**src/rtl/obuf_pkg.sv**
```systemverilog
// Shared types and sizing helpers for the output-buffer write controller.
// Imported by the position counter and the top-level controller.
package obuf_pkg;

    typedef enum logic [1:0] {
        ST_IDLE   = 2'd0,
        ST_ACTIVE = 2'd1,
        ST_DONE   = 2'd2
    } obuf_state_e;

    localparam int H_ACT_DEF = 480;
    localparam int V_ACT_DEF = 272;

    // Bits needed to hold 0..n-1, never less than one.
    function automatic int addr_w(input int n);
        int w;
        w = 1;
        while ((1 << w) < n) w = w + 1;
        return w;
    endfunction

endpackage

```
**src/rtl/obuf_pos_cnt.sv**
```systemverilog
// Column/line position tracker for the incoming pixel stream.
// Reports whether the current pixel is kept and whether it ends the frame.
module obuf_pos_cnt
    import obuf_pkg::*;
#(
    parameter int H_ACT = H_ACT_DEF,
    parameter int V_ACT = V_ACT_DEF,
    parameter int DECIM = 1
) (
    input  logic iClk,
    input  logic iRst,
    input  logic i_restart,
    input  logic i_adv,
    output logic o_keep,
    output logic o_end
);

    localparam int CW = addr_w(H_ACT);
    localparam int LW = addr_w(V_ACT);

    logic [CW-1:0] r_col;
    logic [LW-1:0] r_line;
    logic [CW-1:0] w_col;
    logic [LW-1:0] w_line;
    logic          w_col_last;
    logic          w_line_last;

    // A restart makes the current pixel (0,0) of the new frame.
    assign w_col       = i_restart ? '0 : r_col;
    assign w_line      = i_restart ? '0 : r_line;
    assign w_col_last  = (w_col == CW'(H_ACT - 1));
    assign w_line_last = (w_line == LW'(V_ACT - 1));

    assign o_end  = w_col_last & w_line_last;
    assign o_keep = (DECIM == 1) ? 1'b1 : (~w_col[0] & ~w_line[0]);

    always_ff @(posedge iClk) begin
        if (iRst) begin
            r_col  <= '0;
            r_line <= '0;
        end else if (i_adv) begin
            if (w_col_last) begin
                r_col  <= '0;
                r_line <= w_line_last ? '0 : w_line + LW'(1);
            end else begin
                r_col  <= w_col + CW'(1);
                r_line <= w_line;
            end
        end else if (i_restart) begin
            r_col  <= '0;
            r_line <= '0;
        end
    end

endmodule

```
**src/rtl/obuf_wr_ctrl_pp.sv**
```systemverilog
// Output frame-buffer write controller with ping-pong banks and 2:1 decimation.
// Registers write enable/address/data and publishes the last complete bank.
module obuf_wr_ctrl_pp
    import obuf_pkg::*;
#(
    parameter int H_ACT     = H_ACT_DEF,
    parameter int V_ACT     = V_ACT_DEF,
    parameter int DATA_W    = 16,
    parameter int DECIM     = 1,
    parameter int NUM_BANKS = 2,
    localparam int H_OUT       = H_ACT / DECIM,
    localparam int V_OUT       = V_ACT / DECIM,
    localparam int FRAME_WORDS = H_OUT * V_OUT,
    localparam int ADDR_W      = addr_w(NUM_BANKS * FRAME_WORDS)
) (
    input  logic              iClk,
    input  logic              iRst,
    input  logic              wEnClk,
    input  logic              wStCnn,
    input  logic              wPxValid,
    input  logic [DATA_W-1:0] wPxDt,
    output logic              wOBufWrEn,
    output logic [ADDR_W-1:0] wOBufWrAddr,
    output logic [DATA_W-1:0] wOBufWrDt,
    output logic              wDispBank,
    output logic              wFrameDone,
    output logic              wFrameErr,
    output logic              wOvf
);

    obuf_state_e       r_state;
    logic [ADDR_W-1:0] r_off;
    logic [ADDR_W-1:0] r_base;
    logic              r_bank;
    logic              r_disp;
    logic              r_wr_en;
    logic [ADDR_W-1:0] r_addr;
    logic [DATA_W-1:0] r_data;
    logic              r_done;
    logic              r_err;
    logic              r_ovf;

    logic              w_st;
    logic              w_px;
    logic              w_take;
    logic              w_keep;
    logic              w_fend;
    logic              w_wr;
    logic              w_end;
    logic [ADDR_W-1:0] w_off;

    assign w_st   = wEnClk & wStCnn;
    assign w_px   = wEnClk & wPxValid;
    assign w_take = w_px & (w_st | (r_state == ST_ACTIVE));
    assign w_wr   = w_take & w_keep;
    assign w_end  = w_take & w_fend;
    assign w_off  = w_st ? '0 : r_off;

    obuf_pos_cnt #(
        .H_ACT (H_ACT),
        .V_ACT (V_ACT),
        .DECIM (DECIM)
    ) u_pos (
        .iClk      (iClk),
        .iRst      (iRst),
        .i_restart (w_st),
        .i_adv     (w_take),
        .o_keep    (w_keep),
        .o_end     (w_fend)
    );

    always_ff @(posedge iClk) begin
        if (iRst) begin
            r_state <= ST_IDLE;
            r_off   <= '0;
            r_base  <= '0;
            r_bank  <= 1'b0;
            r_disp  <= 1'b0;
            r_wr_en <= 1'b0;
            r_addr  <= '0;
            r_data  <= '0;
            r_done  <= 1'b0;
            r_err   <= 1'b0;
            r_ovf   <= 1'b0;
        end else begin
            r_wr_en <= w_wr;
            r_done  <= w_end;
            r_err   <= w_st & (r_state == ST_ACTIVE);

            if (w_wr) begin
                r_addr <= r_base + w_off;
                r_data <= wPxDt;
            end

            if (w_end) begin
                r_state <= ST_DONE;
            end else if (w_st) begin
                r_state <= ST_ACTIVE;
            end

            if (w_end) begin
                r_off <= '0;
            end else if (w_wr) begin
                r_off <= w_off + ADDR_W'(1);
            end else if (w_st) begin
                r_off <= '0;
            end

            // Swap to the other bank once a frame is complete.
            if (w_end) begin
                r_disp <= r_bank;
                if (NUM_BANKS == 2) begin
                    r_bank <= ~r_bank;
                    r_base <= r_bank ? '0 : r_base + ADDR_W'(FRAME_WORDS);
                end
            end

            if (w_st) begin
                r_ovf <= 1'b0;
            end else if (w_px && r_state == ST_DONE) begin
                r_ovf <= 1'b1;
            end
        end
    end

    assign wOBufWrEn   = r_wr_en;
    assign wOBufWrAddr = r_addr;
    assign wOBufWrDt   = r_data;
    assign wDispBank   = r_disp;
    assign wFrameDone  = r_done;
    assign wFrameErr   = r_err;
    assign wOvf        = r_ovf;

endmodule

```
**config.mk**
```make
export PLATFORM = sky130hd
export DESIGN_NAME = obuf_wr_ctrl_pp
export DESIGN_NICKNAME = d
export VERILOG_FILES = /design/src/rtl/obuf_pkg.sv /design/src/rtl/obuf_pos_cnt.sv /design/src/rtl/obuf_wr_ctrl_pp.sv
export SDC_FILE = /design/constraint.sdc
export NUM_CORES = 1
export LEC_CHECK = 0
export CAP_MARGIN = 20
export CORE_MARGIN = 2
export CORE_UTILIZATION = 50
export DETAILED_ROUTE_END_ITERATION = 10
export GPL_TIMING_DRIVEN = 1
export PLACE_DENSITY = 0.75
export SLEW_MARGIN = 5
export SYNTH_ARGS = -nofsm -noshare
export SYNTH_HDL_FRONTEND = slang
export SYNTH_SLANG_ARGS = --single-unit
```
**constraint.sdc**
```tcl
create_clock -name iClk -period 3.3 [get_ports iClk]
set_input_delay 0.66 -clock iClk [delete_from_list [all_inputs] [get_ports iClk]]
set_output_delay 0.66 -clock iClk [all_outputs]
set_load 0.02 [all_outputs]
```
# Word-level counts from Yosys, hierarchy flattened
# Cells that the tools add are included.
# W data, S select, Z words.
word_totals:
  ramBits: 0
  reg_bits: 96
  output_inout_bits: 39
  elab_cells: 47
  rom_bits: 0
  mem_count: 0
  latchBits: 0
  in_bits: 21
classes:
  n_div: 0
  n_lt_le_gt_ge: 0
  bitwise_logic: 8
  muxes: 12
  n_eq_ne: 4
  addsub: 5
  shift: 0
  mul: 0
  reduce_logical: 4
op_table:
  columns: ["operator", "n"]
  rows:
  - ["$mux W9", 7]
  - ["$mux W18", 3]
  - ["$add A18 B1 Y18 const B", 1]
  - ["$add A18 B17 Y18 const B", 1]
  - ["$add A18 B18 Y18", 1]
  - ["$add A9 B1 Y9 const B", 2]
  - ["$eq A9 B9 Y1 const B", 2]
  - ["$and A1 B1 Y1", 6]
  - ["$mux W2", 2]
  - ["$reduce_or A2 Y1", 2]
  - ["$eq A2 B1 Y1 const B", 1]
  - ["$eq A2 B2 Y1 const B", 1]
  - ["$reduce_bool A2 Y1", 1]
  - ["$logic_and A1 B1 Y1", 1]
  - ["$not A1 Y1", 1]
  - ["$or A1 B1 Y1", 1]

# Logic depth before layout (Yosys ltp)
depth:
  word_depth: 6
  depth_mapped: 11
  ltp_nobuf: 9

# Cells and area by module
# From an unflattened synthesis, not the netlist that was laid out.
unflattened:
  hier_cells: 462
  area_unflattened_um2: 4062.6
by_module_without_submodules:
  columns: ["mod", "instances", "area_per_inst_um2", "cells_per_inst", "seq_area_each_um2"]
  rows:
  - ["obuf_wr_ctrl_pp", 1, 3110.5, 353, 1381.3]
  - ["obuf_pos_cnt", 1, 952.2, 109, 360.3]

# Least setup slack after synthesis
# OpenSTA, ideal clock, no wires.
synth_path:
  path_type: "input to register"
  startpoint: "input wStCnn"
  endpoint: "register r_base[13]"
  setup_time_ns: 0.122
  n_path_buf: 3
  slack_ns: 0.417
  stages: 11
  t_required_ns: 3.178
  arrival_ns: 2.761
  cell_sequence: "buf_2 nand2_1 clkbuf_1 and2_1 ha_1 nand4_1 nor4_4 and3_1 buf_4 nor3b_1 a311o_1"
synth_between:
  elab_chain_len: 5
  word_cells_on_any_way: 9
  classes_between: "2 x eq/ne; 2 x mux; 5 x bitwise"
synth_lines:
  columns: ["element", "line", "rtl"]
  rows:
  - ["start: declaration", "obuf_wr_ctrl_pp.sv:19", "input logic wStCnn,"]
  - ["$and A1 B1 Y1 (*)", "obuf_wr_ctrl_pp.sv:52", "assign w_st = wEnClk & wStCnn;"]
  - ["$mux W9", null, null]
  - ["$eq A9 B9 Y1 (on tied branches)", "obuf_pos_cnt.sv:31, obuf_pos_cnt.sv:32", null]
  - ["$and A1 B1 Y1", "obuf_pos_cnt.sv:34", "assign o_end = w_col_last & w_line_last;"]
  - ["$and A1 B1 Y1 (*)", "obuf_wr_ctrl_pp.sv:56", "assign w_end = w_take & w_fend;"]
  - ["end signal: assignment", "obuf_wr_ctrl_pp.sv:114", "r_base <= r_bank ? '0 : r_base + ADDR_W'(FRAME_WORDS);"]
  - ["end: declaration", "obuf_wr_ctrl_pp.sv:33", "logic [ADDR_W-1:0] r_base;"]
# Every way passes the cells marked *; elsewhere a longest branch is shown, timed or not.
# A chain may end at the register's enable or synchronous reset.

# Worst setup path in the final report
layout_path:
  startpoint: "input wStCnn"
  endpoint: "register r_addr[16], in the netlist wOBufWrAddr[16]"
layout_between:
  elab_chain_len: 3
  word_cells_on_any_way: 5
  classes_between: "1 x add/sub; 1 x mux; 3 x bitwise"
layout_lines:
  columns: ["element", "line", "rtl"]
  rows:
  - ["$and A1 B1 Y1 (*)", "obuf_wr_ctrl_pp.sv:52", null]
  - ["$mux W18 / $or A1 B1 Y1 (equally long branches)", null, null]
  - ["$add A18 B18 Y18 / $and A1 B1 Y1 (equally long branches)", "obuf_wr_ctrl_pp.sv:91, obuf_wr_ctrl_pp.sv:54", null]
  - ["end signal: assignment", "obuf_wr_ctrl_pp.sv:91", "r_addr <= r_base + w_off;"]
  - ["end: declaration", "obuf_wr_ctrl_pp.sv:37", "logic [ADDR_W-1:0] r_addr;"]
# Marks and branches as above.

==> flow_summary.toml <==
[status]
status = "finished, final reports clean"

[clock_tree]
clkLatencyLatePin_ns = 0.36
postCtsHoldBufs = 0
cts_root_buf = "clkbuf_8"
numCtsBuffers = 9
cts_sinks = 87
post-cts-setup-buffers = 0
ctsLongestPathBuffers = 2
cts-resized-gates = 0
cts_tree = "done"
clk_pin_slew_worst_paths_ns = 0.09
cts_max_level = 3

[setup_path]
crit_top_cell = "nand2_1"
cp-end-kind = "flop"
cp_slowest_cell = "clkdlybuf4s50_1"
cp-start-kind = "input port"
crit_required_ns = 3.55
worstPathMaxFanout = 9
setup.worst_path.class = "input port to flop"
cp_top_family = "compound AO/OA/AOI/OAI gates"
worstPathArrival_ns = 3.10
cp_cell_sequence = "clkdlybuf4s50_1 > nand2_1 > buf_4 > nand2_1 > inv_1 > ha_1 > a211oi_1 > o21ai_0 > a31oi_1 > xnor2_1 > a22o_1"
crit_buf_inv = 3
critPathMaxStageDelay_ns = 0.48

[floorplanning]
dieArea_um2 = 8830
start_util = 0.521
ios = 60
rows = 32
core_area_um2 = 7770
die_h_um = 93.9
die_w_um = 93.9

[routing]
routed_wl_um = 9480
wire_per_inst_um = 14.6
drtIter0Drc = 245
drc = 0
postRouteAntennaNets = 0
vias = 3600
first_pass_iters = 4
via_per_inst = 5.53

[synthesis]
synth_area_leaders = "dfxtp_1 43%, nand2_1 6.9%, xnor2_1 5.8%, a21oi_1 4.6%, nor3_1 3.8%"
synthDistinctLibCells = 53
ys_warn_count = 0
yosysTopAreaCellShare = 0.431
synth_top_flop_cell = "dfxtp_1"
syn_inst = 484
synth_seq_area_share = 0.431
async_flop_share = 0
avgSynthCellArea_um2 = 8.36
syn-num-nets = 516
synth_edf_count = 0
yosysTopAreaCell = "dfxtp_1"
synth-seq-cells = 87
syn-cell-area_um2 = 4050

[timing]
setup_violations = 0
rsz0062_at_grt = "no"
hold_violations = 0
period_share = 0.863
slew_violations = 0
fin_setup_tns_ns = 0
tightest_slew_ns = 0.797
fmax_mhz = 351
finClkSkew_ns = 0.0143
slew_headroom = 0.468
period_needed_ns = 2.85

[power_and_ir_drop]
p_int_mw = 1.47
power.density_nw_per_um2 = 389
comb_power_share = 0.074
switching_share = 0.242
p_clk_frac = 0.375
p_sw_mw = 0.468
seq_power_share = 0.551
p_leak_nw = 1.74
peakVddDrop_v = 0.000240

[grt]
grt_max_degree = 34
grt_overflow = 0
antenna_found_initial = 0
grt_pass1_vias = 3463
grt_usage = 0.233
grt_pass1_wl_um = 16500

[cells_and_area]
final_cell_count_no_fill = 651
fin_nets = 577
fin_util = 0.641
drive_gt1_frac = 0.0765
seq_area_um2 = 1740
nFillCells = 654
area_growth_pct = 23.1
diodes = 0
multiInputGateArea_um2 = 2170

[flow_run]
maxCapViolations = 0

[placed_design]
globalplace.congestion = 0.898
dp.cells = 636
portBuffers = 59
hpwl_um = 6710

[worst_hold_path]
worst_hold_path_type = "flop to flop"
==> synthesized netlist by cell type, types with 3 or more instances <==
master,number
dfxtp_1,87
nand2_1,74
nor2_1,41
a21oi_1,37
nor3_1,31
xnor2_1,27
clkbuf_1,19
nand3_1,18
and2_1,14
nand4_1,14
ha_1,11
xor2_1,10
inv_1,9
nor4_1,9
nor3b_1,8
o21ai_0,6
or3_1,6
and3_1,5
buf_2,5
nor4b_1,5
a211oi_1,4
a31oi_1,3
nand2b_1,3
==> worst min-delay path, cell delays in order, from the launching register on <==
cell	delay [ns]
dfxtp_1	0.32
nand2_1	0.05
a21oi_1	0.05
==> flip-flops by register name (all words and copies together) (netlist names) <==
name and count:
wOBufWrEn 1, wFrameDone 1, wOBufWrAddr 18, r_bank 1, wFrameErr 1, r_state 2, wOvf 1, u_pos.r_col 9
wDispBank 1, u_pos.r_line 9, r_off 18, r_base 9, wOBufWrDt 16
==> cells in the final DEF (no fill, tap or decap), types with 18 or more instances in the layout <==
cell	synthesis	layout
a21oi_1	37	37
buf_4	1	18
clkdlybuf4s50_1	0	58
dfxtp_1	87	87
nand2_1	74	74
nand3_1	18	18
nor2_1	41	41
nor3_1	31	31
xnor2_1	27	27
==> cell type report <==
cell class	instances	area share
repair buffers	77	0.145
clock buffers	10	0.0256
inverters	9	0.00678
flip-flops and latches	87	0.350
clock inverters	5	0.0121
multi-input cells	361	0.436
well taps	102	0.0256
==> routing by layer <==
layer | up-vias | wire length [µm] | GRT usage
met4 | 0 | 82 | 0.0531
met1 | 1696 | 4450 | 0.304
met2 | 81 | 4450 | 0.376
met3 | 8 | 506 | 0.0762
li1 | 1815 | - | -
met5 | - | 0 | 0
==> logic make-up after synthesis <==
family / after synthesis / share of synthesized area
and+or+nand+nor: 242 / 0.309
muxes: 1 / 0.00247
AOI/OAI and AO/OA: 70 / 0.108
buffers and inverters: 36 / 0.0359
xor gates and xnor gates: 37 / 0.0801
DFF: 87 / 0.431
adders and majority gates: 11 / 0.0340
==> worst paths after layout <==
| check | start | endpoint | slack (ns) | cells after the start |
|---|---|---|---|---|
| setup / recovery | wStCnn | wOBufWrAddr[16]$_SDFFE_PP0P_ | 0.45 | 11 |
| hold / removal | wOBufWrDt[6]$_SDFFE_PP0P_ | wOBufWrDt[6]$_SDFFE_PP0P_ | 0.46 | 2 |
| setup reg to reg | u_pos.r_line[0]$_SDFF_PP0_ | r_base[14]$_SDFFE_PP0P_ | 1.05 | 7 |
| hold reg to reg | wOBufWrDt[6]$_SDFFE_PP0P_ | wOBufWrDt[6]$_SDFFE_PP0P_ | 0.46 | 2 |
==> power by group through the flow <==
stage          Clock, mW  Sequential (mW)  Combinational, mW
2_1_floorplan          0             1.10             0.0601
4_1_cts            0.743             1.07              0.143
6_report           0.727             1.07              0.142
5_1_grt            0.789             1.07              0.156
3_5_place_dp           0             1.09              0.142
3_3_place_gp           0             1.09              0.140
==> stage by stage <==
stage	cell area (µm²)	total power [mW]	hold WS [ns]	setup slack (ns)
after global placement	4790	1.23	0.441	0.209
final	4980	1.94	0.457	0.453
after CTS	4980	1.95	0.459	0.471
after global routing	4980	2.02	0.479	0.210
after floorplan	4050	1.16	0.458	0.417
after detailed placement	4790	1.24	0.449	0.116
Note: power is estimated with default switching activity, not from simulation.
